[src/rtl/tmp101_sample_sequencer_pkg.sv]
// tmp101_sample_sequencer_pkg: sequencer state encoding and TMP101 12-bit temperature format
package tmp101_sample_sequencer_pkg;
  typedef enum logic [2:0] {
    IDLE      = 3'd0,
    WAIT_TICK = 3'd1,
    ISSUE_GO  = 3'd2,
    WAIT_MSB  = 3'd3,
    WAIT_LSB  = 3'd4,
    PUBLISH   = 3'd5,
    ERROR     = 3'd6
  } state_t;
  localparam int FRAC_BITS = 4;
  localparam int TEMP_W = 12;
  function automatic logic [TEMP_W-1:0] to_raw(input logic [7:0] msb, input logic [7:0] lsb);
    return {msb, lsb[7 -: FRAC_BITS]};
  endfunction
endpackage

[src/rtl/tmp101_sample_sequencer_tick_counter.sv]
// tmp101_sample_sequencer_tick_counter: modulo-MOD counter with enable, clear and terminal strobe
module tmp101_sample_sequencer_tick_counter #(
  parameter int MOD = 2
) (
  input  logic clk,
  input  logic rst_n,
  input  logic en,
  input  logic clr,
  output logic tick
);
  localparam int W = $clog2(MOD);
  localparam logic [W-1:0] LAST = W'(MOD - 1);
  logic [W-1:0] cnt;
  assign tick = en && cnt == LAST;
  always_ff @(posedge clk or negedge rst_n)
    if (!rst_n) cnt <= '0;
    else if (clr) cnt <= '0;
    else if (en) cnt <= tick ? '0 : cnt + W'(1);
endmodule

[src/rtl/tmp101_sample_sequencer.sv]
// tmp101_sample_sequencer: periodic TMP101 read requests, byte assembly and temperature publishing
module tmp101_sample_sequencer
  import tmp101_sample_sequencer_pkg::*;
#(
  parameter int SAMPLE_TICKS  = 15000000,
  parameter int TIMEOUT_TICKS = 6000000
) (
  input  logic                 clk,
  input  logic                 rst_n,
  input  logic                 enable,
  output logic                 go,
  input  logic                 byte_valid,
  input  logic [7:0]           byte_data,
  input  logic                 ack_error,
  output logic                 temp_valid,
  output logic [TEMP_W-1:0]    temp_raw,
  output logic [7:0]           temp_integer,
  output logic [FRAC_BITS-1:0] temp_fraction,
  output logic                 negative,
  output logic                 error_flag,
  output logic [7:0]           sample_count
);
  state_t state, state_n;
  logic [7:0] msb;
  logic sample_tick, timeout;
  logic waiting;
  assign waiting = state == WAIT_MSB || state == WAIT_LSB;
  tmp101_sample_sequencer_tick_counter #(.MOD(SAMPLE_TICKS)) u_sample (
    .clk(clk), .rst_n(rst_n), .en(enable), .clr(!enable), .tick(sample_tick)
  );
  tmp101_sample_sequencer_tick_counter #(.MOD(TIMEOUT_TICKS)) u_timeout (
    .clk(clk), .rst_n(rst_n), .en(waiting),
    .clr(state == ISSUE_GO || (state == WAIT_MSB && byte_valid)), .tick(timeout)
  );
  always_comb begin
    state_n = IDLE;
    case (state)
      IDLE:      state_n = enable ? WAIT_TICK : IDLE;
      WAIT_TICK: state_n = !enable ? IDLE : sample_tick ? ISSUE_GO : WAIT_TICK;
      ISSUE_GO:  state_n = WAIT_MSB;
      WAIT_MSB:  state_n = ack_error ? ERROR : byte_valid ? WAIT_LSB : timeout ? ERROR : WAIT_MSB;
      WAIT_LSB:  state_n = ack_error ? ERROR : byte_valid ? PUBLISH : timeout ? ERROR : WAIT_LSB;
      PUBLISH:   state_n = enable ? WAIT_TICK : IDLE;
      ERROR:     state_n = enable ? WAIT_TICK : IDLE;
      default:   state_n = IDLE;
    endcase
  end
  always_ff @(posedge clk or negedge rst_n)
    if (!rst_n) state <= IDLE;
    else state <= state_n;
  // Outputs are decoded from the next state so each strobe lines up with the state it belongs to.
  always_ff @(posedge clk or negedge rst_n)
    if (!rst_n) begin
      msb           <= '0;
      go            <= 1'b0;
      temp_valid    <= 1'b0;
      temp_raw      <= '0;
      temp_integer  <= '0;
      temp_fraction <= '0;
      negative      <= 1'b0;
      error_flag    <= 1'b0;
      sample_count  <= '0;
    end else begin
      go         <= state_n == ISSUE_GO;
      temp_valid <= state_n == PUBLISH;
      if (state == WAIT_MSB && state_n == WAIT_LSB) msb <= byte_data;
      if (state_n == PUBLISH) begin
        temp_raw      <= to_raw(msb, byte_data);
        temp_integer  <= msb;
        temp_fraction <= byte_data[7 -: FRAC_BITS];
        negative      <= msb[7];
        error_flag    <= 1'b0;
        sample_count  <= sample_count + 8'd1;
      end
      if (state_n == ERROR) error_flag <= 1'b1;
    end
endmodule
[config.mk]
export PLATFORM = sky130hd
export DESIGN_NAME = tmp101_sample_sequencer
export DESIGN_NICKNAME = d
export VERILOG_FILES = /design/src/rtl/tmp101_sample_sequencer_pkg.sv /design/src/rtl/tmp101_sample_sequencer_tick_counter.sv /design/src/rtl/tmp101_sample_sequencer.sv
export SDC_FILE = /design/constraint.sdc
export NUM_CORES = 1
export LEC_CHECK = 0
export CAP_MARGIN = 20
export CORE_MARGIN = 5
export CORE_UTILIZATION = 30
export CTS_CLUSTER_DIAMETER = 50
export DETAILED_ROUTE_END_ITERATION = 10
export GPL_TIMING_DRIVEN = 0
export HOLD_SLACK_MARGIN = 0.12
export PLACE_DENSITY = 0.51
export SKIP_LAST_GASP = 1
export SYNTH_ARGS = -nofsm -noshare
export SYNTH_HDL_FRONTEND = slang
export SYNTH_HIERARCHICAL = 1
export SYNTH_SLANG_ARGS = --single-unit
[constraint.sdc]
create_clock -name clk -period 3.3 [get_ports clk]
set_input_delay 0.33 -clock clk [delete_from_list [all_inputs] [get_ports clk]]
set_output_delay 0.33 -clock clk [all_outputs]
set_load 0.02 [all_outputs]
======== Yosys cells after proc, flatten, opt, wreduce, memory -nomap -nowiden ========
Index checks and enable logic that the tools add are counted.
storage, ports and cells
  word-level logic and storage cells ...... 54
  register bits after elaboration ......... 94
operators by class
  add/subtract/negate cells ............... 3
  eq/ne operators ......................... 12
  reduce and logical (&&, ||, !) cells .... 10
  muxes and demuxes ....................... 17
operators with widths
  cell                                                 number
  two-way mux 23 bit                                   3
  two-way mux 24 bit                                   2
  adder 24 x 1 -> 24 bit, second input constant        1
  equality test 24 bit, second input constant          1
  adder 23 x 1 -> 23 bit, second input constant        1
  equality test 23 bit, second input constant          1
  equality test 3 bit, second input constant           6
  case mux 3 bit (5 select lines)                      1
  two-way mux 2 bit                                    5
  equality test 3 x 2 -> 1 bit, second input constant  3
  two-way mux 3 bit                                    3
  adder 8 x 1 -> 8 bit, second input constant          1
  logical AND 1 bit                                    4
  nonzero test 2 bit                                   2
  equality test 3 x 1 -> 1 bit, second input constant  1
  logical NOT 3 bit                                    1
  two-way mux 1 bit                                    3
  OR reduction 3 bit                                   1
  logical OR 1 bit                                     2

======== Longest topological paths before layout ========
Gate-level depths: netlist (run 1).
  word-level depth ........................ 10
  gate-level depth with buffers ........... 11
  mapped depth without buffers ............ 10

======== Hierarchy ========
Netlist (run 1), hierarchy kept.
by module, submodules not included
  module                                             sequential area each (um2)  area an instance (um2)  instances  cells an instance
  tmp101_sample_sequencer                            850.8                       1,527.7                 1          145
  tmp101_sample_sequencer_tick_counter at u_sample   600.6                       1,342.5                 1          147
  tmp101_sample_sequencer_tick_counter at u_timeout  575.6                       1,270.0                 1          131

======== Worst setup path after synthesis (run 1) ========
Ideal clock, no wire load.
  kind .................................... register to register
  from .................................... register state[0]
  to ...................................... register u_timeout.cnt[17]
  stages on the path, launching flop included .. 10
  clock period less this slack ............ 2.566 ns
  library setup time ...................... 0.078 ns
  arrival ................................. 2.488 ns
  setup slack ............................. 0.734 ns
  path through ............................ dfrtp_1 buf_6 or3b_2 nand2_1 buf_6 o211ai_4 or4_4 buf_6 or4_1 a21oi_1
between the ends
  longest elaborated chain between the ends .. 6
  elaborated cells between the ends (all ways) .. 11
  those cells by class .................... eq/ne (3); mux (3); reduce/logical (5)
RTL lines
  element                                                              line                                        text
  start: declaration                                                   tmp101_sample_sequencer.sv:23               state_t state, state_n;
  start signal: assignment                                             tmp101_sample_sequencer.sv:50               else state <= state_n;
  equality test 3 x 2 -> 1 bit or equality test 3 bit (tied branches)  tmp101_sample_sequencer.sv:27               assign waiting = state == WAIT_MSB || state == WAIT_LSB;
  logical OR 1 bit *                                                   tmp101_sample_sequencer.sv:27
  via waiting                                                          tmp101_sample_sequencer.sv:26               logic waiting;
  logical AND 1 bit                                                    tmp101_sample_sequencer_tick_counter.sv:14  assign tick = en && cnt == LAST;
  two-way mux 23 bit (2 in series)                                     tmp101_sample_sequencer_tick_counter.sv:18  else if (en) cnt <= tick ? '0 : cnt + W'(1);
  two-way mux 23 bit                                                   tmp101_sample_sequencer_tick_counter.sv:17  else if (clr) cnt <= '0;
  end signal: assignment                                               tmp101_sample_sequencer_tick_counter.sv:18
  end: declaration                                                     tmp101_sample_sequencer_tick_counter.sv:13  logic [W-1:0] cnt;
The timed path passes the listed nets; every way through them passes the cells marked *. The select of a mux whose other input is x is not followed.
A chain may end at the register's enable or synchronous reset.

======== Final worst setup path (run 1) ========
  from .................................... register state[1]
  to ...................................... register u_timeout.cnt[20]
between the ends
  longest elaborated chain between the ends .. 6
  elaborated cells between the ends (all ways) .. 11
  those cells by class .................... eq/ne (3); mux (3); reduce/logical (5)
RTL lines
  element                                                              line
  equality test 3 x 2 -> 1 bit or equality test 3 bit (tied branches)  tmp101_sample_sequencer.sv:27, tmp101_sample_sequencer.sv:33
  logical OR 1 bit                                                     tmp101_sample_sequencer.sv:27
  logical AND 1 bit                                                    tmp101_sample_sequencer_tick_counter.sv:14
  two-way mux 23 bit (2 in series)                                     tmp101_sample_sequencer_tick_counter.sv:18
  two-way mux 23 bit                                                   tmp101_sample_sequencer_tick_counter.sv:17
Parallel ways exist; a longest one is shown, timed or not. The select of a mux whose other input is x is not followed.

==> impl_metrics.ini, run 1 <==
[run_status]
status = completed

[sta]
setup_ws_ns = 0.5061
hold_viol = 0
slew_viol_final = 0
fin_skew_ns = 0.005422
fmax_mhz = 357.9
final.period_utilization = 0.8466
worst_pin_slew_ns = 0.9182
max_slew_margin = 0.3822
rsz0062_at_grt = no
period_minus_slack_ns = 2.794
hold_slack_ns = 0.4615
setup-violations-final = 0

[clock_network]
clkSlewWorstSetupHoldPaths_ns = 0.06
cts-root-buf = clkbuf_16
numCtsBuffers = 9
h-tree-depth = 3
clock_latency_ns = 0.33
cts_tree = yes
cts_max_path_buffers = 2
cts_sinks = 81

[route]
drt_iter0_drc = 185
drc_errors = 0
via_per_inst = 4.728
ant_nets = 0
totalWireLength_um = 8950
firstDrtPassIters = 4
routedWlPerCell_um = 13.38
via_count = 3163

[worst_setup_path]
critPathCaptureType = register
worst_setup_path_start_kind = register
worst_ep_arrival_time_ns = 3.04
r2r_slack_ns = 0.51
reg2reg_depth = 7
path_cells = nand2b_1 -> a21oi_1 -> o21ai_0 -> or4_4 -> buf_2 -> or4_1 -> a21oi_1
crit_slowest_cell = a21oi_1
path_class = reg -> reg
cp_common_cell = a21oi_1
cp.required_ns = 3.55
cpPeakStageDelay_ns = 0.56
cp_max_fo = 10

[placement]
gp_congestion = 0.7673
dp_slack_ns = 0.1919
port_buffers = 48
hpwl_um = 6547

[synth]
yosys_most_used_dff = dfrtp_1
async_reset_ff_frac = 1.000
syn-mean-instance-area_um2 = 9.788
yosysMostFrequentCell = dfrtp_1
synth-simple-area-share = 0.2626
synth_fa_ha_area_frac = 0.009066
syn-num-nets = 439
synth.distinct_cells = 59
synth_commonest_cells = dfrtp_1 (81), nand2_1 (72), nor2_1 (36)
synth_compound_area_frac = 0.08764
yosysWarnings = 6
synth_area_leaders = dfrtp_1 (49%), nand2_1 (6.5%), xor2_1 (3.8%)
synth_top_area_frac = 0.4896
syn_inst = 423
synth_seq_cells = 81
yosys.area.top_type = dfrtp_1
synth.mux.area_fraction = 0.02176
seq_area_frac_synth = 0.4896
synth_edf_count = 0
synthXorXnorAreaFrac = 0.06769
synth_top_family_by_area = simple AND/OR/NAND/NOR gates
synth_area_um2 = 4140

[finish]
layout-drive-gt1-share = 0.1391
nFillCells = 1380
diodes = 0
synthToLayoutAreaGrowth_pct = 25.45
nNetsFinal = 500
final_core_util = 0.3786

[global_route]
antenna_found_initial = 0
grt_max_degree = 48
overflow = 0
grt_pass1_wl_um = 15090
grt_pass1_vias = 3072
grt_util_all_layers = 0.1136

[floorplan]
rows = 43
io_pins = 49
start_util = 0.3018
dieArea_um2 = 16250
core_region_area_um2 = 13720
dieHeight_um = 127.5
chipWidth_um = 127.5

[pwr]
cellPowerDensity_nw_per_um2 = 409.0
ir_drop_v = 0.0002905
power.leakage_nw = 2.230

[hold_path]
holdPathStages = 2
hold_class = reg -> reg

[flow_run]
cap_violations = 0
worst max-delay path, delay by kind of cell (launching register included):
kind | cells | cell delay, ns
AOI/OAI and AO/OA | 3 | 0.96
and+or+nand+nor | 3 | 1.08
DFF | 1 | 0.48
buffers and inverters | 1 | 0.20
final cells by class:
cell class / instances / area (um2) / area share
flip-flops and latches: 81 / 2027 / 0.3903
clock inverters: 5 / 80.08 / 0.01542
clock buffers: 11 / 232.7 / 0.04481
inverters: 12 / 45.04 / 0.008673
multi-input cells: 305 / 1858 / 0.3577
repair buffers: 50 / 515.5 / 0.09925
plain buffers: 25 / 210.2 / 0.04047
well taps: 180 / 225.2 / 0.04336
cells by family (layout without fill, tap and decap cells):
logic type | count (synthesis) | after routing
xor+xnor | 32 | 32
flops | 81 | 81
compound gates | 56 | 56
simple gates | 206 | 206
buf+inv | 37 | 103
fa+ha+maj | 3 | 3
mux | 8 | 8
placed cells by master (no fill, tap or decap), types with 8 or more instances in the layout:
cell	netlist	routed
dfrtp_1	81	81
nand2_1	72	72
clkdlybuf4s50_1	0	47
nor2_1	36	36
a21oi_1	23	23
nand3_1	19	19
xor2_1	18	18
nand4_1	15	15
xnor2_1	14	14
buf_4	13	14
o21ai_0	13	13
inv_1	11	11
nor3_1	11	11
clkbuf_16	0	9
mux2_2	8	8
per-stage QoR:
step	cell area (um2)	instances	setup TNS (ns)	power (W)
2_1_floorplan	4140	423	0	0.001048
3_3_place_gp	4846	651	-94.00	0.001092
3_5_place_dp	4871	652	0	0.001096
4_1_cts	5194	669	0	0.002161
5_1_grt	5194	669	0	0.002220
6_report	5194	669	0	0.002124
final timing paths:
path / startpoint / end
worst max-delay path: state[1]$_DFF_PN0_ / u_timeout/cnt[20]$_DFFE_PN0P_
min in group asynchronous: rst_n / u_sample/cnt[8]$_DFFE_PN0P_
worst max register to register: state[1]$_DFF_PN0_ / u_timeout/cnt[20]$_DFFE_PN0P_
worst min-delay path: msb[4]$_DFFE_PN0P_ / temp_raw[8]$_DFFE_PN0N_
max in group asynchronous: rst_n / u_timeout/cnt[16]$_DFFE_PN0P_
worst min register to register: msb[4]$_DFFE_PN0P_ / temp_raw[8]$_DFFE_PN0N_
sequential cells by signal, summed over array words and instances (netlist names):
name           flops
u_timeout/cnt     23
temp_valid         1
state              3
u_sample/cnt      24
error_flag         1
msb                8
go                 1
temp_raw          12
sample_count       8
where the power goes:
part	internal (W)	total (W)	switching (W)	leakage, nW
clock	0.000662	0.00105	0.000386	0.146
sequential	0.00100	0.00100	0.00000422	1.12
combinational	0.0000302	0.0000727	0.0000426	0.965
repair_timing:
action	4_1_cts	5_1_grt
gates resized for setup	0	0
endpoints found under the setup margin	0	0
hold buffers	1	0
setup buffers	0	0
endpoints found under the hold margin	34	0
routing by layer:
layer / vias up / global-route usage / part of all wire / routed length, um
met5: - / 0 / 0 / 0
met4: 0 / 0.03344 / 0.0060 / 54
met3: 4 / 0.02801 / 0.026 / 229
met2: 40 / 0.1840 / 0.49 / 4372
met1: 1532 / 0.1506 / 0.48 / 4294
li1: 1587 / - / - / -
(Power assumes the default switching activity.)
==> run 2: changes to the inputs <==
==> constraint.sdc (replaced) <==
create_clock -name clk -period 2.7 [get_ports clk]
set_input_delay 0.27 -clock clk [delete_from_list [all_inputs] [get_ports clk]]
set_output_delay 0.27 -clock clk [all_outputs]
set_load 0.02 [all_outputs]
==> run 2 against run 1 <==
  * Cell count increased by 0.45%
  * Non-clock buffer count grew 3
  * Sequential power up 23%
  * Clock skew about the same
==> impl_metrics.ini, run 2 (synthesis gave the netlist of run 1 again) <==
[pwr]
cellPowerDensity_nw_per_um2 = 494.1
internal_power_w = 0.002067
power.leakage_nw = 2.255
total_power_w = 0.002597
combPwrFrac = 0.034
power.share.sequential = 0.472
swShare = 0.2040
ir_drop_v = 0.0003549
p_sw_w = 0.0005298
clkPwrFrac = 0.493

[clock_network]
clock_latency_ns = 0.33
cts_tree = yes
clkSlewWorstSetupHoldPaths_ns = 0.06
cts_sinks = 81
h-tree-depth = 3
cts_max_path_buffers = 2
numCtsBuffers = 9
cts-root-buf = clkbuf_16

[worst_setup_path]
path_class = reg -> reg
cp.required_ns = 2.96
worst_ep_arrival_time_ns = 2.82
critPathCaptureType = register
cp_max_fo = 10
worst_setup_path_start_kind = register

[sta]
hold_viol = 0
setup_ws_ns = 0.1423
fin_tns_setup_ns = 0
max_slew_margin = 0.3777
worst_pin_slew_ns = 0.9249
fmax_mhz = 391.0
fin_skew_ns = 0.005666
setup-violations-final = 0
period_minus_slack_ns = 2.558
final.period_utilization = 0.9473
slew_viol_final = 0
rsz0062_at_grt = no

[route]
drt_iter0_drc = 166
via_count = 3186
totalWireLength_um = 9065
routedWlPerCell_um = 13.49
ant_nets = 0
firstDrtPassIters = 4
drc_errors = 0
via_per_inst = 4.741

[floorplan]
dieArea_um2 = 16250
core_region_area_um2 = 13720
dieHeight_um = 127.5
rows = 43
io_pins = 49
chipWidth_um = 127.5
start_util = 0.3018

[placement]
gp_congestion = 0.7673
port_buffers = 48
placed_cells = 652
dp_slack_ns = -0.3481
hpwl_um = 6547

[finish]
synthToLayoutAreaGrowth_pct = 26.96
layoutNonFillerInstCount = 672
layout_common_cells = dfrtp_1 (81), nand2_1 (72), clkdlybuf4s50_1 (47)
nFillCells = 1379
layout-drive-gt1-share = 0.1565
top_register = u_sample/cnt
largest_reg_flops = 24
layout_commonest_cell = dfrtp_1
final_core_util = 0.3831
nNetsFinal = 503
diodes = 0
top_regs = u_sample/cnt x24, u_timeout/cnt x23, temp_raw x12

[global_route]
antenna_found_initial = 0
grt_pass1_vias = 3076
overflow = 0
busiest_layer = met2
grt_max_degree = 48
gr-usage-met1 = 0.1511
grt_pass1_wl_um = 15120
met3_usage = 0.02801
grt_util_all_layers = 0.1137
met2_usage = 0.1836

[flow_run]
cap_violations = 0

[hold_path]
hold_class = in -> async

[run_status]
status = completed
## run 2: cell count changes in the layout (fill, tap and decap cells not counted), sizes merged
| cell | change |
|---|---|
| buf | +3 |
## run 2: what timing repair did
item | in CTS | in global routing
endpoints found under the setup margin | 15 | 7
pin swaps | 1 | 1
resized for setup | 4 | 7
buffers inserted | 0 | 3
hold buffers | 1 | 0
hold endpoints to repair | 34 | 0
## run 2: path summary, 6_finish.rpt
path                                          from  slack, ns  cells after the start                       endpoint
worst min-delay path                         rst_n       0.44                      2    u_sample/cnt[8]$_DFFE_PN0P_
worst min register to register  msb[4]$_DFFE_PN0P_       0.46                      2        temp_raw[8]$_DFFE_PN0N_
max in group asynchronous                    rst_n       1.66                      3  u_timeout/cnt[16]$_DFFE_PN0P_
min in group clk                msb[4]$_DFFE_PN0P_       0.46                      2        temp_raw[8]$_DFFE_PN0N_
worst max-delay path            state[0]$_DFF_PN0_       0.14                      9  u_timeout/cnt[17]$_DFFE_PN0P_
worst max register to register  state[0]$_DFF_PN0_       0.14                      9  u_timeout/cnt[17]$_DFFE_PN0P_
## run 2: final cells by class
type                       instances  area (um2)  share of cell area
multi-input combinational        305        1891              0.3597
timing repair buffer              53       538.0              0.1024
clock buffer                      11       232.7             0.04428
sequential                        81        2027              0.3856
buffer                            25       217.7             0.04142
tap                              180       225.2             0.04285
clock inverter                     5       80.08             0.01523
inverter                          12       45.04            0.008569
## run 2: metal layers
metal,share of wire,vias to the layer above
met1,0.48,1557
met3,0.021,4
met5,0,-
met2,0.49,30
li1,-,1595
met4,0.0060,0
## run 2: power groups by stage
stage	clock network [W]	logic [W]	registers, W
after global placement	0	0.0000850	0.00125
after detailed placement	0	0.0000906	0.00125
final	0.00128	0.0000893	0.00123
after floorplan	0	0.0000328	0.00125
after CTS	0.00132	0.0000925	0.00123
after global routing	0.00138	0.000101	0.00123
## run 2: through the flow
step	hold WS (ns)	cell area, um2
2_1_floorplan	-0.02559	4140
3_3_place_gp	0.4493	4846
3_5_place_dp	0.2646	4871
4_1_cts	0.4555	5210
5_1_grt	0.4906	5256
6_report	0.4449	5256
## run 2: worst max-delay path: stages, from the launching register on
cell and delay [ns]:
dfrtp_1 0.37, buf_6 0.14, or3b_4 0.41, nand2_1 0.09, buf_6 0.13, o211ai_4 0.10
or4_4 0.46, buf_6 0.16, or4_4 0.48, a21oi_2 0.15
==> run 3: changes to the inputs <==
--- a/config.mk
+++ b/config.mk
@@ -6,7 +6,7 @@
 export NUM_CORES = 1
 export LEC_CHECK = 0
 export CAP_MARGIN = 20
-export CORE_MARGIN = 5
+export CORE_MARGIN = 10
 export CORE_UTILIZATION = 30
 export CTS_CLUSTER_DIAMETER = 50
 export DETAILED_ROUTE_END_ITERATION = 10
==> run 3 against run 2 <==
  * Maximum frequency is 0.38% lower
  * First-iteration DRC count up 7.8%
  * Total power is 4.9% lower
  * Cell area shrank 0.76%
  * Critical endpoint is now u_timeout/cnt[22]$_DFFE_PN0P_
  * Combinational power is 0.4% higher
==> impl_metrics.ini, run 3 (synthesis gave the netlist of run 1 again) <==
[run_status]
status = completed

[pwr]
swShare = 0.2350
power.leakage_nw = 2.247
cellPowerDensity_nw_per_um2 = 473.3
internal_power_w = 0.001889
ir_drop_v = 0.0002595
combPwrFrac = 0.036
p_sw_w = 0.0005803
clkPwrFrac = 0.467
power.share.sequential = 0.497

[worst_setup_path]
critPathTopFamily = simple AND/OR/NAND/NOR gates
crit_slowest_cell = or4_4
critPathBufInv = 3
worst_setup_path_start_kind = register
path_cells = buf_6 -> or3b_4 -> nand2_2 -> buf_6 -> o21ai_1 -> or4_4 -> buf_4 -> or4_1 -> a21oi_1
critPathCaptureType = register
cp.required_ns = 2.96
worst_ep_arrival_time_ns = 2.83
reg2reg_depth = 9
cp_num_cells = 9
rr_endpoint = u_timeout/cnt[22]$_DFFE_PN0P_
cp_common_cell = buf_6
r2r_slack_ns = 0.13
crit_start = state[0]$_DFF_PN0_
cpPeakStageDelay_ns = 0.52
path_class = reg -> reg
crit-reg2reg-launch = state[0]$_DFF_PN0_
cp_max_fo = 10
critPathCapture = u_timeout/cnt[22]$_DFFE_PN0P_

[route]
via_per_inst = 4.807
ant_nets = 0
firstDrtPassIters = 5
routedWlPerCell_um = 14.28
via_count = 3211
drt_iter0_drc = 179
drc_errors = 0
totalWireLength_um = 9538

[sta]
setup-violations-final = 0
worst_pin_slew_ns = 0.9783
period_minus_slack_ns = 2.567
fin_tns_setup_ns = 0
fmax_mhz = 389.5
setup_ws_ns = 0.1326
slew_viol_final = 0
fin_skew_ns = 0.009243
rsz0062_at_grt = no
final.period_utilization = 0.9509
max_slew_margin = 0.3418
hold_viol = 0

[floorplan]
core_region_area_um2 = 13400
chipWidth_um = 137.5
rows = 42
io_pins = 49
start_util = 0.3090
dieHeight_um = 137.5
dieArea_um2 = 18900

[flow_run]
cap_violations = 0

[finish]
layout-drive-gt1-share = 0.1606
layoutNonFillerInstCount = 668
nFillCells = 1330
largest_reg_flops = 24
layout_common_cells = dfrtp_1 (81), nand2_1 (71), clkdlybuf4s50_1 (47)
top_register = u_sample/cnt
top_regs = u_sample/cnt x24, u_timeout/cnt x23, temp_raw x12
diodes = 0
stdcell_area_um2 = 5216
regArea_um2 = 2027
layout_commonest_cell = dfrtp_1
synthToLayoutAreaGrowth_pct = 25.99
multi_input_area_um2 = 1889
nNetsFinal = 503

[placement]
gp_congestion = 0.7888
placed_cells = 648
port_buffers = 48
hpwl_um = 6817
placed_cell_area_um2 = 4866
dp_slack_ns = -0.3676

[global_route]
grt_max_degree = 63
antenna_found_initial = 0
grt_util_all_layers = 0.1055
grt_pass1_wl_um = 16120
grt_pass1_vias = 3222
overflow = 0

[hold_path]
hold_class = in -> async

[clock_network]
cts_sinks = 81
h-tree-depth = 3
cts_tree = yes
cts_max_path_buffers = 2
clock_latency_ns = 0.34
clkSlewWorstSetupHoldPaths_ns = 0.06
numCtsBuffers = 9
cts-root-buf = clkbuf_16
==> run 3: cell count changes in the layout (fill, tap and decap cells not counted), moves of 2 or more <==
| cell | before | now |
|---|---|---|
| clkinv_4 | 0 | 3 |
| clkbuf_1 | 3 | 1 |
| bufinv_16 | 2 | 0 |
| inv_6 | 0 | 2 |
| clkinvlp_4 | 2 | 0 |
==> run 3: worst min path at each step <==
stage,startpoint,end,slack [ns],depth (start not counted)
floorplan,rst_n,error_flag$_DFFE_PN0P_,-0.03,0
global placement,msb[0]$_DFFE_PN0P_,temp_raw[4]$_DFFE_PN0N_,0.44,2
detailed placement,rst_n,u_timeout/cnt[15]$_DFFE_PN0P_,0.18,1
CTS,rst_n,u_timeout/cnt[15]$_DFFE_PN0P_,0.38,2
global route,rst_n,u_timeout/cnt[15]$_DFFE_PN0P_,0.41,2
finish,rst_n,u_timeout/cnt[15]$_DFFE_PN0P_,0.37,2
==> run 3: cell type report <==
class,instances,share of cell area
clock inverter,7,0.01031
multi-input combinational,305,0.3622
tap,176,0.04222
timing repair buffer,53,0.1031
sequential,81,0.3886
clock buffer,9,0.04318
buffer,25,0.04174
inverter,12,0.008635
==> run 3: power groups by stage <==
stage / combinational, W / sequential [W] / clock, W
3_5_place_dp: 0.0000912 / 0.00125 / 0
2_1_floorplan: 0.0000328 / 0.00125 / 0
6_report: 0.0000897 / 0.00123 / 0.00115
4_1_cts: 0.0000928 / 0.00123 / 0.00119
5_1_grt: 0.000102 / 0.00123 / 0.00122
3_3_place_gp: 0.0000858 / 0.00125 / 0
==> run 3: routing by layer <==
layer	track usage	vias up	share of wire
met5	0	-	0
met4	0.04801	0	0.017
met3	0.03387	12	0.053
met2	0.1591	53	0.45
met1	0.1345	1552	0.48
li1	-	1594	-
==> run 3: through the flow <==
step / utilization / power [W] / hold WS [ns]
2_1_floorplan: - / 0.001281 / -0.02559
6_report: 0.3893 / 0.002469 / 0.3729
5_1_grt: 0.3893 / 0.002553 / 0.4137
3_3_place_gp: 0.3613 / 0.001335 / 0.4416
4_1_cts: 0.3852 / 0.002506 / 0.3849
3_5_place_dp: 0.3631 / 0.001341 / 0.1821
==> run 3: what timing repair did <==
| item | in CTS | in global routing |
|---|---|---|
| pin swaps | 2 | 2 |
| hold buffers | 1 | 0 |
| endpoints found under the setup margin | 12 | 17 |
| endpoints found under the hold margin | 19 | 0 |
| buffers inserted | 0 | 3 |
| cloned | 0 | 0 |
| gates resized for setup | 3 | 8 |
==> variant 1: new RTL, config.mk and constraints of run 1 <==
Register the output `sample_count` once more, without a reset; this adds one clock of latency there. The other outputs are not delayed to match.
--- a/src/rtl/tmp101_sample_sequencer.sv
+++ b/src/rtl/tmp101_sample_sequencer.sv
@@ -20,6 +20,8 @@
   output logic                 error_flag,
   output logic [7:0]           sample_count
 );
+
+  logic [7:0] sample_count_s0;
   state_t state, state_n;
   logic [7:0] msb;
   logic sample_tick, timeout;
@@ -59,7 +61,7 @@
       temp_fraction <= '0;
       negative      <= 1'b0;
       error_flag    <= 1'b0;
-      sample_count  <= '0;
+      sample_count_s0 <= '0;
     end else begin
       go         <= state_n == ISSUE_GO;
       temp_valid <= state_n == PUBLISH;
@@ -70,8 +72,12 @@
         temp_fraction <= byte_data[7 -: FRAC_BITS];
         negative      <= msb[7];
         error_flag    <= 1'b0;
-        sample_count  <= sample_count + 8'd1;
+        sample_count_s0 <= sample_count_s0 + 8'd1;
       end
       if (state_n == ERROR) error_flag <= 1'b1;
     end
+  always_ff @(posedge clk) begin
+    sample_count <= sample_count_s0;
+  end
+
 endmodule
Behaviour: same outputs for any inputs over 10 cycles, from zero or initial values and one cycle with rst_n low; that may be too few to reach the edited logic, so the function may still have changed.
==> variant 1 against run 1 <==
- final area is 2.6% higher
- non-clock buffer count is 1 higher
- clock power is 7% lower
- total power is 1.1% higher
- wire length is 1.6% higher
- count of clock-buffer cells in the layout is 2 lower
- area after synthesis is 3.9% higher
- sequential share of layout area is 2.0 points higher
- worst setup slack worse by 0.11 ns
- sequential cell count is 8 higher
- final cell count is 1.3% higher
- global-route usage is 0.19 points higher
- first-iteration DRC count is 9.7% higher
- largest cell class unchanged
- highest routed layer unchanged
==> variant 1: results (changes against run 1) <==
Critical path:
- The launch point of the worst path is state[2].
- The worst setup slack for register-to-register paths is 0.40 ns (-0.11 ns).
- Among cell families on the critical path, the largest total delay comes from simple AND/OR/NAND/NOR gates.
- The arrival time of the worst setup path was 3.17 ns (+0.13 ns).
- The largest incremental delay on the critical path is 0.61 ns (+0.05 ns).

Global route:
- The met3 usage is 3.193% (+0.39 points).
- The largest net degree at the start of global routing is 53 (+10%).
- The via count of the first global-routing pass is 3329 (+8.4%).
- The global routing usage summed across all routing layers is 11.55% (+0.19 points).
- The met2 layer usage reported by global route is 18.14% (-0.26 points).
- The global-route wire length before repair is 15.76 mm (+4.4%).

Yosys:
- The adder-cell area share of the yosys netlist is 0.8729% (-0.034 points).
- The proportion of register bits with asynchronous set or reset after synthesis came to 91.01% (-9.0 points).
- The post-synthesis net count is 447 (+1.8%).
- The unique cell type count in the Yosys netlist is 60 (+1.7%).
- The synthesized area divided by synthesized cell count is 9.978 um^2 (+1.9%).
- The area fraction in compound gates after synthesis came to 8.438% (-0.33 points).
- The proportion of synthesized area in mux cells is 2.095% (-0.081 points).
- The part of the Yosys area used for sequential elements is 50.86% (+1.9 points).
- By area the synthesized netlist is led by sky130_fd_sc_hd__dfrtp_1, sky130_fd_sc_hd__nand2_1, sky130_fd_sc_hd__dfxtp_1.

Detailed routing:
- The total via count after detailed routing was 3233 (+2.2%).
- The detailed-routed wire length on met2 is 4.316 mm (-1.3%).
- The routed wire length is 9.090 mm (+1.6%).
- The detailed route wirelength on metal3 came to 268 um (+17%).
- The count of routing violations after the opening detailed-route iteration is 203 (+9.7%).
- The detailed-routing wirelength on met1 came to 4.402 mm (+2.5%).

Pwr:
- The largest voltage drop on the vdd net is 0.0002212 V (-24%).
- The switching power total is 0.4981 mW (+15%).
- The clock-net power is 0.976 mW (-7%).
- The total leakage power is 2.289 nW (+2.7%).
- The part of the power in combinational logic is 3.4% (about the same).

Outcome:
- The flow ran to the end, and the final reports show no timing, DRC or antenna violations.

CTS:
- The worst-case clock buffer depth is 2 (unchanged).
- The deepest level of the CTS H-tree is 3 (unchanged).

Worst hold path:
- The hold-critical path depth came to 0 (-2).
- The hold path endpoint is sample_count[7].

STA:
- The worst-case clock skew is 0.01208 ns (+0.006661 ns).

Layout:
- The number of nets in the final layout is 509 (+1.8%).
- The end-of-flow core utilization is 38.11% (+0.26 points).
- The fraction of layout instances using a drive strength above 1 is 14.26% (+0.35 points).

Placed design:
- The routability-driven placement congestion ratio came to 0.8091 (+5.4%).
- The estimated wirelength of the detail-placed design is 6.411 mm (-2.1%).
- The standard cell area after detailed placement is 0.005031 mm^2 (+3.3%).
[variant 1: final cells by class]
type | count | area share (%)
plain buffers | 25 | 3.943
multi-input cells | 305 | 34.85
inverters | 12 | 0.8449
well taps | 180 | 4.224
clock inverters | 7 | 1.126
repair buffers | 51 | 9.763
flip-flops and latches | 89 | 41.02
clock buffers | 9 | 4.224
[variant 1: through the flow]
| step | hold WS (ns) | std cells | TNS (ns) | setup WS [ns] | total power [mW] |
|---|---|---|---|---|---|
| 2_1_floorplan | 0.03441 | 431 | 0 | 0.7345 | 1.147 |
| 3_3_place_gp | 0.3805 | 659 | -99.51 | -1.234 | 1.191 |
| 3_5_place_dp | 0.3019 | 660 | 0 | 0.1410 | 1.195 |
| 4_1_cts | 0.4052 | 677 | 0 | 0.4250 | 2.193 |
| 5_1_grt | 0.4192 | 678 | 0 | 0.2459 | 2.242 |
| 6_report | 0.4016 | 678 | 0 | 0.3987 | 2.148 |
==> variant 2: new RTL, config.mk and constraints of run 1 <==
Without the edit above. The parameter `TIMEOUT_TICKS` goes from 6000000 to 24000000.
--- a/src/rtl/tmp101_sample_sequencer.sv
+++ b/src/rtl/tmp101_sample_sequencer.sv
@@ -3,7 +3,7 @@
   import tmp101_sample_sequencer_pkg::*;
 #(
   parameter int SAMPLE_TICKS  = 15000000,
-  parameter int TIMEOUT_TICKS = 6000000
+  parameter int TIMEOUT_TICKS = 24000000
 ) (
   input  logic                 clk,
   input  logic                 rst_n,
Behaviour: no difference found for any inputs over 10 cycles, from zero or initial values and one cycle with rst_n low; that may be too few to reach the edited logic, so the function may still have changed.
==> variant 2 against run 1 <==
- synthesized cell count grew 5.2%
- worst setup slack improved by 0.21 ns
- via count rose by 5.7%
- clock power is 5% lower
- final area up 2.9%
- sequential cell count grew 2
- area after synthesis increased by 4.1%
- total power is 1.3% lower
- critical path depth rose by 3
- count of clock-buffer cells in the layout unchanged
- wire length is 11% higher
- core utilization increased by 0.34 points
- critical path type unchanged
==> variant 2: results (changes against run 1) <==
Yosys:
- Sorting the synthesized cells by how often they occur yields sky130_fd_sc_hd__dfrtp_1, sky130_fd_sc_hd__nand2_1, sky130_fd_sc_hd__nor2_1.
- In the post-synthesis netlist, the biggest area contributors are sky130_fd_sc_hd__dfrtp_1, sky130_fd_sc_hd__nand2_1, sky130_fd_sc_hd__xor2_1.
- The part of the Yosys area used for sequential elements was 48.19% (-0.77 points).
- The post-synthesis net count is 461 (+5.0%).

Critical path:
- The worst register-to-register path ends at u_timeout/cnt[4].
- The worst setup slack for register-to-register paths was 0.72 ns (+0.21 ns).
- The length in cells of the worst reg-to-reg path came to 10 (+3).
- The slowest stage of the critical path belongs to the cell sky130_fd_sc_hd__or3b_2.
- The largest incremental delay on the critical path is 0.50 ns (-0.06 ns).
- The arrival time of the worst setup path is 2.80 ns (-0.24 ns).

Global route:
- The via count of the first global-routing pass is 3459 (+13%).
- The met1 routing resource usage after global routing is 16.21% (+1.2 points).
- The met2 layer usage reported by global route is 20.72% (+2.3 points).
- The largest net degree at the start of global routing is 70 (+46%).
- The met3 usage is 2.865% (+0.064 points).

Outcome:
- The run finished with clean final reports.

Layout:
- The fraction of layout instances using a drive strength above 1 was 13.73% (-0.18 points).
- The area taken by flip-flops and latches is 0.002077 mm^2 (+2.5%).
- The number of nets in the final layout is 522 (+4.4%).
- The largest registers in the layout are u_timeout/cnt x25, u_sample/cnt x24, temp_raw x12.
- The fill cell total of the finished layout was 1406 (+1.9%).

Pwr:
- The total leakage power was 2.374 nW (+6.5%).
- The largest voltage drop on the vdd net is 0.0002384 V (-18%).

Detailed routing:
- The count of routing violations after the opening detailed-route iteration was 158 (-15%).
- The mean number of vias per cell came to 4.843 (+2.4%).
- The routed wire length is 9.902 mm (+11%).

Placed design:
- The estimated wirelength of the detail-placed design came to 7.182 mm (+9.7%).
- The standard cell area after detailed placement is 0.005041 mm^2 (+3.5%).
- The routability-driven placement congestion ratio is 0.7705 (+0.42%).

STA:
- The pin slew with the least headroom to its limit is 0.9376 ns (+0.01942 ns).
variant 2: cells by family after synthesis:
group / synth area share (%)
and+or+nand+nor: 28.74
DFF: 48.19
AOI/OAI and AO/OA: 6.329
xor gates and xnor gates: 8.128
buffers and inverters: 5.399
muxes: 2.351
adders and majority gates: 0.8709
variant 2: timing repair:
| item | in CTS | in global routing |
|---|---|---|
| setup endpoints to repair | 0 | 0 |
| hold endpoints to repair | 14 | 0 |
| hold buffers | 1 | 0 |
variant 2: report_power, final:
part / internal, mW / switching [mW] / leakage (nW)
Sequential: 1.02 / 0.00444 / 1.15
Combinational: 0.0301 / 0.0433 / 1.08
Clock: 0.603 / 0.392 / 0.146
Total: 1.66 / 0.439 / 2.37
variant 2: how the worst max path moves through the flow:
stage	from	to	slack, ns	cells after the start
after detailed placement	enable	error_flag	0.64	10
after global placement	rst_n	temp_raw[11]	-1.23	1
final	state[0]	u_timeout/cnt[4]	0.72	10
after global routing	u_sample/cnt[0]	error_flag	0.55	9
after floorplan	state[0]	u_timeout/cnt[11]	1.09	10
after CTS	state[0]	u_timeout/cnt[11]	0.71	10
variant 2: area by class of cell:
cell class	instances	area share [%]
Tap cell	180	4.215
Sequential cell	83	38.88
Clock buffer	11	4.543
Clock inverter	4	0.9133
Multi-Input combinational cell	325	37.45
Timing Repair Buffer	50	9.649
Buffer	25	3.513
Inverter	12	0.8431
variant 2: stage by stage:
stage / std cells / total power [mW] / TNS [ns] / hold WS, ns / setup slack (ns)
6_report: 690 / 2.096 / 0 / 0.3969 / 0.7160
5_1_grt: 690 / 2.191 / 0 / 0.4047 / 0.5515
4_1_cts: 690 / 2.143 / 0 / 0.3935 / 0.7111
3_5_place_dp: 674 / 1.122 / 0 / 0.2108 / 0.6387
3_3_place_gp: 673 / 1.117 / -101.29 / 0.4452 / -1.229
2_1_floorplan: 445 / 1.073 / 0 / 0.03441 / 1.087
variant 2: routing by layer:
| layer | wire (um) | share of wire (%) | up-vias |
|---|---|---|---|
| li1 | - | - | 1651 |
| met1 | 4584 | 46 | 1643 |
| met2 | 4926 | 50 | 34 |
| met3 | 222 | 2.2 | 14 |
| met4 | 167 | 1.7 | 0 |
| met5 | 0 | 0 | - |
